`src/rtl/regfile_mp.sv`:
```
// regfile_mp: multi-read-port register file with write-first bypass, shift mode and bulk clear.
// Optional per-entry even parity when REGFILE_PARITY_EN is defined.
module regfile_mp #(
    parameter int DATA_W = 8,
    parameter int DEPTH  = 32,
    parameter int NUM_RD = 4,
    localparam int AW    = $clog2(DEPTH)
) (
    input  logic                     clk,
    input  logic                     nrst,
    input  logic                     en,
    input  logic                     wr_en,
    input  logic [AW-1:0]            wr_addr,
    input  logic [DATA_W-1:0]        wr_data,
    input  logic                     shift_en,
    input  logic                     clr_req,
`ifdef REGFILE_PARITY_EN
    input  logic                     par_inj,
    output logic [NUM_RD-1:0]        rd_perr,
`endif
    output logic                     clr_busy,
    output logic                     clr_done,
    input  logic [NUM_RD*AW-1:0]     rd_addr,
    output logic [NUM_RD*DATA_W-1:0] rd_data
);

    localparam logic [AW:0]   DEPTH_W = (AW+1)'(DEPTH);
    localparam logic [AW-1:0] LAST    = AW'(DEPTH - 1);

    typedef enum logic {
        S_IDLE,
        S_CLEAR
    } state_e;

    state_e                    state_q;
    logic [AW-1:0]             cnt_q;
    logic                      done_q;
    logic [DATA_W-1:0]         mem_q [DEPTH];
    logic [DATA_W-1:0]         mem_d [DEPTH];
    logic [NUM_RD*DATA_W-1:0]  rd_q;
    logic [NUM_RD*DATA_W-1:0]  rd_d;
    logic [AW-1:0]             ra [NUM_RD];
    logic                      busy;
    logic                      wr_ok;
    logic                      do_shift;
    logic                      do_wr;

    function automatic logic in_rng(input logic [AW-1:0] a);
        return ({1'b0, a} < DEPTH_W);
    endfunction

    for (genvar p = 0; p < NUM_RD; p++) begin : g_ra
        assign ra[p] = rd_addr[p*AW +: AW];
    end

    assign busy     = (state_q == S_CLEAR);
    assign wr_ok    = in_rng(wr_addr);
    assign do_shift = !busy && shift_en;
    assign do_wr    = !busy && !shift_en && wr_en && wr_ok;

    assign clr_busy = busy;
    assign clr_done = done_q;
    assign rd_data  = rd_q;

    // Array next state: clear engine beats shift, shift beats write.
    always_comb begin
        mem_d = mem_q;
        unique case (1'b1)
            busy: begin
                mem_d[cnt_q] = '0;
            end
            do_shift: begin
                for (int i = 0; i < DEPTH - 1; i++) begin
                    mem_d[i] = mem_q[i+1];
                end
                mem_d[DEPTH-1] = wr_data;
            end
            do_wr: begin
                mem_d[wr_addr] = wr_data;
            end
            default: ;
        endcase
    end

    // Read-first against the array, write-first only for a plain write.
    always_comb begin
        rd_d = '0;
        for (int p = 0; p < NUM_RD; p++) begin
            if (do_wr && (ra[p] == wr_addr)) begin
                rd_d[p*DATA_W +: DATA_W] = wr_data;
            end else if (in_rng(ra[p])) begin
                rd_d[p*DATA_W +: DATA_W] = mem_q[ra[p]];
            end
        end
    end

    always_ff @(posedge clk or negedge nrst) begin
        if (!nrst) begin
            mem_q   <= '{default: '0};
            rd_q    <= '0;
            state_q <= S_IDLE;
            cnt_q   <= '0;
            done_q  <= 1'b0;
        end else if (!en) begin
            done_q  <= 1'b0;
        end else begin
            mem_q   <= mem_d;
            rd_q    <= rd_d;
            done_q  <= 1'b0;
            unique case (state_q)
                S_IDLE: begin
                    if (clr_req) begin
                        state_q <= S_CLEAR;
                        cnt_q   <= '0;
                    end
                end
                S_CLEAR: begin
                    cnt_q <= cnt_q + AW'(1);
                    if (cnt_q == LAST) begin
                        state_q <= S_IDLE;
                        done_q  <= 1'b1;
                    end
                end
                default: state_q <= S_IDLE;
            endcase
        end
    end

`ifdef REGFILE_PARITY_EN
    logic              par_q [DEPTH];
    logic              par_d [DEPTH];
    logic [NUM_RD-1:0] perr_q;
    logic [NUM_RD-1:0] perr_d;

    assign rd_perr = perr_q;

    always_comb begin
        par_d = par_q;
        unique case (1'b1)
            busy: begin
                par_d[cnt_q] = 1'b0;
            end
            do_shift: begin
                for (int i = 0; i < DEPTH - 1; i++) begin
                    par_d[i] = par_q[i+1];
                end
                par_d[DEPTH-1] = ^wr_data;
            end
            do_wr: begin
                par_d[wr_addr] = (^wr_data) ^ par_inj;
            end
            default: ;
        endcase
    end

    always_comb begin
        perr_d = '0;
        for (int p = 0; p < NUM_RD; p++) begin
            if (!(do_wr && (ra[p] == wr_addr)) && in_rng(ra[p])) begin
                perr_d[p] = (^mem_q[ra[p]]) ^ par_q[ra[p]];
            end
        end
    end

    always_ff @(posedge clk or negedge nrst) begin
        if (!nrst) begin
            par_q  <= '{default: 1'b0};
            perr_q <= '0;
        end else if (en) begin
            par_q  <= par_d;
            perr_q <= perr_d;
        end
    end
`endif

endmodule

```
`config.mk`:
```
export PLATFORM = sky130hd
export DESIGN_NAME = regfile_mp
export DESIGN_NICKNAME = d
export VERILOG_FILES = /design/src/rtl/regfile_mp.sv
export SDC_FILE = /design/constraint.sdc
export NUM_CORES = 1
export LEC_CHECK = 0
export ABC_CLOCK_PERIOD_IN_PS = 3300
export CAP_MARGIN = 15
export CORE_ASPECT_RATIO = 0.7
export CORE_MARGIN = 10
export CORE_UTILIZATION = 25
export CTS_CLUSTER_SIZE = 12
export DETAILED_ROUTE_END_ITERATION = 16
export PLACE_DENSITY = 0.4
export SKIP_CTS_REPAIR_TIMING = 1
export SLEW_MARGIN = 20
export SYNTH_ARGS = -nofsm -noshare
export SYNTH_HDL_FRONTEND = slang
export SYNTH_SLANG_ARGS = --single-unit
```
`constraint.sdc`:
```
create_clock -name clk -period 3.3 [get_ports clk]
set_clock_uncertainty 0.15 [all_clocks]
set_input_delay 0.33 -clock clk [delete_from_list [all_inputs] [get_ports clk]]
set_output_delay 0.33 -clock clk [all_outputs]
set_load 0.1 [all_outputs]
```
==> reports/qor.csv <==
metric,value,unit
status,"complete, no violations",
r2r_cells,5,
critPathMaxFanout,6,
start_kind,flop,
reg2reg_slack,0.54,ns
drv_slew,0,
final_antenna_net_count,0,
cts_buffers,37,
synth_fp_nets,1969,
core,0.0866,mm^2
synthFlopType,dfrtp_1,
cts.clk_slew.worst_paths,0.06,ns
final_area,0.0259,mm^2
cp_top_family,multiplexers,
required,3.61,ns
crit_type,flop to flop,
yosysWarnings,0,
synth_area,0.0219,mm^2
period_needed,2.76,ns
die-height,268,um
drc,0,
fmax,363,MHz
viasPerCell,6.51,
fp.dieW,374,um
crit_chain,mux4_1 -> mux4_2 -> o22ai_1 -> a211oi_1 -> a211o_1,
place_ws,0.0920,ns
ys_seq_area_share,33.7,%
final_util,29.9,%
worstMarginPinSlew,1.15,ns
final.fill_count,8779,
power.density,493,mW/mm^2
ir_worst_vdd,0.279,mV
start_util,25.3,%
grt_pass1_wl,163,mm
track_usage,22.4,%
drt-pass1-iter-count,6,
layout_setup_ws,0.545,ns
cts_tree,done,
setup_viol,0,
finalSetupTns,0,ns
hold_path_class,input port to asynchronous set/reset pin,
final_cell_mix,"dfrtp_1, a22oi_1, mux4_2",
num_io_pins,73,
gr-total-overflow,0,
leakagePower,9.60,nW
gp_congestion,0.991,
grt_pass1_vias,19555,
finalNetCount,2052,
crit_slowest_cell,mux4_1,
place_area,0.0247,mm^2
cts_max_level,2,
clockRootBuffer,clkbuf_16,
antenna_found_initial,6,
synthArstFlopShare,100,%
r2r_end,rd_data[21],
synth_edf_count,0,
postSynthCellCount,1925,
cp_num_buf_inv,0,
avgSynthCellArea,11.4,um^2
area_growth,18.2,%
worstSkewPairLatency,0.58,ns
fp.dieArea,0.100,mm^2
ys_ff_latch,295,
clock-sinks,295,
yosysUniqueCellTypes,69,
clockBufferDepth,3,
min_period_over_period,83.5,%
portBuffers,72,
drt-total-wl,116,mm
r2r-start,mem_q[125],
rsz0062_at_grt,false,
grt_max_degree,138,
drive_above_1_share,26.3,%
post_drt_wl_per_cell,36.3,um
num_vias,20713,
drtIter0Drc,3543,
cap_viol_max_count,0,
critPathMaxStageDelay,0.62,ns
num_rows,90,
hold_viol,0,
final_common_cell,dfrtp_1,
cp-end-kind,flop,
slew_headroom,22.9,%
dp_hpwl,85.1,mm
crit_arrival,3.06,ns
## worst reg2reg max path, cell delays in order, from the launching register on
cell and delay (ns):
dfrtp_1 0.50, mux4_1 0.62, mux4_2 0.54, o22ai_1 0.34, a211oi_1 0.19, a211o_1 0.30
## synth_stat cells (5+ instances only)
master     instances  share of area, %
o22ai_1           61               1.7
buf_6              6              0.31
nor2b_1           17              0.49
a221oi_1           6              0.24
buf_2             51               1.2
nand3_1           19              0.43
mux4_1            11               1.3
o221ai_1          28               1.1
o21ai_1           89               2.0
mux4_2           237                24
and3_1            17              0.49
nand3b_1           8              0.27
inv_1             11              0.19
a31oi_1           20              0.57
nand2b_1          11              0.31
xnor2_1           13              0.52
o21ai_0            6              0.14
nand2_1          136               2.3
o21a_1             7              0.24
and2_1            18              0.51
mux2_1             8              0.41
buf_1             16              0.27
o211ai_1          13              0.45
xor2_1             7              0.28
a21oi_1            9              0.21
clkbuf_1         119               2.0
a21o_1            13              0.45
buf_4              9              0.31
a22o_1            12              0.48
o2bb2ai_1        160               6.4
ha_1               5              0.29
mux2i_1           44               2.0
mux2_2             9              0.46
a211oi_1          12              0.41
a22oi_1          260               8.9
dfrtp_1          295                34
nor2_1            84               1.4
nor3_1            13              0.30
## through the flow
step | hold WS (ns) | total power, mW | cells
4_1_cts | -0.476 | 12.7 | 3181
6_report | 0.117 | 12.8 | 3183
3_3_place_gp | 0.135 | 8.34 | 3118
5_1_grt | 0.162 | 13.2 | 3182
3_5_place_dp | 0.145 | 8.37 | 3118
2_1_floorplan | -0.116 | 6.56 | 1925
## power breakdown
| part | leakage (nW) | total, mW | switching [mW] | internal, mW |
|---|---|---|---|---|
| Combinational | 4.97 | 3.71 | 2.41 | 1.30 |
| Sequential | 4.04 | 4.75 | 0.810 | 3.94 |
| Clock | 0.594 | 4.32 | 1.80 | 2.52 |
## routing by layer
layer	global-route usage, %	up-vias	share of wire [%]
met3	7.11	119	13
met1	35.1	10981	47
li1	-	8144	-
met2	29.0	1463	38
met5	0.580	-	0.081
met4	4.40	6	1.8
## state kept, by name (all words and copies together), names as in the netlist
signal,count
clr_busy,1
clr_done,1
cnt_q,5
mem_q,256
rd_data,32
## area by class of cell
cell class / instances / area [um^2] / area share, %
Antenna cell: 1 / 2.50 / 0.00966
Sequential cell: 295 / 7380 / 28.5
Tap cell: 1150 / 1440 / 5.55
Clock buffer: 48 / 997 / 3.85
Timing Repair Buffer: 245 / 2210 / 8.54
Clock inverter: 15 / 210 / 0.811
Inverter: 13 / 48.8 / 0.188
Multi-Input combinational cell: 1416 / 13600 / 52.6
## cell families after synthesis
family / Yosys count / share of synthesized area, %
compound gates: 729 / 24.8
simple gates: 353 / 7.58
mux: 309 / 28.5
flops: 295 / 33.7
buf+inv: 214 / 4.31
xor+xnor: 20 / 0.799
fa+ha+maj: 5 / 0.285
## worst max-delay path by stage
stage,from,to,slack [ns],cells past startpoint
floorplan,clr_busy,mem_q[102],0.66,6
global placement,wr_addr[4],rd_data[8],0.12,8
detailed placement,wr_addr[2],rd_data[6],0.09,6
CTS,clr_busy,mem_q[194],0.66,5
global route,wr_addr[2],rd_data[6],0.45,6
finish,mem_q[125],rd_data[21],0.54,5
Note: power is estimated with default switching activity, not from simulation.
==> RTL change: new RTL, config.mk and constraints unchanged <==
The option `REGFILE_PARITY_EN` is turned on by a define.
--- a/src/rtl/regfile_mp.sv
+++ b/src/rtl/regfile_mp.sv
@@ -1,5 +1,7 @@
 // regfile_mp: multi-read-port register file with write-first bypass, shift mode and bulk clear.
 // Optional per-entry even parity when REGFILE_PARITY_EN is defined.
+`define REGFILE_PARITY_EN
+
 module regfile_mp #(
     parameter int DATA_W = 8,
     parameter int DEPTH  = 32,
Ports: changed (added par_inj and rd_perr); port bits go from 73 to 78. The function was not compared with the original's and may differ.
==> RTL change against the original RTL <==
- synthesized cell count rose by 30%
- worst hold slack lost 0.0023 ns
- sequential cell count grew 36
- setup slack worse by 0.32 ns
- non-clock buffer count increased by 263
- wire length increased by 30%
- synthesized area increased by 18%
- utilization increased by 1.4 points
- combinational power grew 37%
- power is 16% higher
- final area increased by 24%
- critical path type unchanged
- critical endpoint is now rd_perr[2]
- highest routed layer unchanged
==> RTL change: results (changes against the original RTL) <==
metric,value,unit,change
clockBufferDepth,3,,unchanged
fin_crit,3.07,ns,+0.317 ns
maxSlewHeadroom,32.1,%,+9.2 points
place_ws,-0.145,ns,-0.237 ns
grt_use_met2,32.8,%,+3.8 points
fillCellCount,10600,,+20%
yosysWarnings,0,,unchanged
clk_latency,0.61,ns,+0.03 ns
first_iter_violations,3885,,+9.7%
grt_max_degree,126,,-8.7%
status,"finished, final reports clean",,
hp-start,en,,
numCtsBuffers,40,,+8.1%
root_buffer,clkbuf_16,,
r2r-start,mem_q[133],,
antenna_found_initial,12,,+6
max_stage_delay,0.51,ns,-0.11 ns
grt_pass1_vias,23900,,+22%
largest_register,mem_q,,
synth.area.mux_share,29.2,%,+0.67 points
synth_compound_area_share,20.1,%,-4.8 points
met3_length,19.4,mm,+30%
routed_wl,150,mm,+30%
cpLargestDelayFamily,multiplexers,,
routed-via-count,25300,,+22%
fin_nets,2840,,+38%
avgRoutedWirePerCell,35.9,um,-1.3%
hold_path.class,input pin to register,,
ys_types,81,,+17%
use_met3,9.37,%,+2.3 points
rrSetupSlack,0.23,ns,-0.32 ns
grt_pass1_wl,206,mm,+26%
met1_usage,38.0,%,+2.9 points
avgSynthCellArea,10.3,um^2,-9.4%
met2_length,57.7,mm,+30%
drive_gt1_share,29.2,%,+2.9 points
yosys.area.top_type,dfrtp_1,,
h-tree-depth,2,,unchanged
gp_congestion,0.988,,-0.27%
synth_common_cells,"364 x nand2_1, 331 x dfrtp_1, 290 x a22oi_1",,
worstSetupPathType,register to register,,
portBuffers,77,,+6.9%
place_area,30700,um^2,+25%
synth_xor_area_share,2.11,%,+1.3 points
worstPathArrival,3.40,ns,+0.34 ns
dp_hpwl,117,mm,+37%
power.leakage,12.5,nW,+30%
syn_nets,2548,,+29%
irDropWorstVdd,0.000303,V,+8.6%
path_clk_slew,0.08,ns,+0.02 ns
timing.hold.ws,0.115,ns,-0.00230 ns
ys_top_cells_by_area,"dfrtp_1 32%, mux4_2 22%, a22oi_1 8.4%",,
dpl.cell_count,4102,,+32%
synthAdderAreaFrac,0.242,%,-0.043 points
area_delta_synth_final,24.2,%,
grt_use_total,25.0,%,+2.6 points
slowest_stage,mux4_2,,
met1_length,69.6,mm,+28%
seq_area_frac_synth,32.1,%,-1.6 points
[RTL change: final timing paths]
path,endpoint,cells past startpoint
max,rd_perr[2],9
min,cnt_q[0],3
max reg2reg,rd_perr[2],9
min reg2reg,rd_data[22],1
max in group asynchronous,mem_q[151],4
min in group asynchronous,cnt_q[3],2
[RTL change: power breakdown]
| part | total [mW] | internal, mW | switching [mW] | leakage (nW) |
|---|---|---|---|---|
| logic | 5.07 | 1.80 | 3.27 | 7.35 |
| registers | 5.15 | 4.42 | 0.730 | 4.53 |
| clock network | 4.57 | 2.60 | 1.97 | 0.632 |
| total | 14.8 | 8.83 | 5.97 | 12.5 |
[RTL change: layout make-up]
class                           instances  share of cell area [%]
Inverter                               15                   0.176
Multi-Input combinational cell       1899                    50.4
Tap cell                             1350                    5.27
Sequential cell                       331                    25.8
Clock buffer                           57                    3.60
Timing Repair Buffer                  508                    14.2
Antenna cell                            7                  0.0546
Clock inverter                         14                   0.445
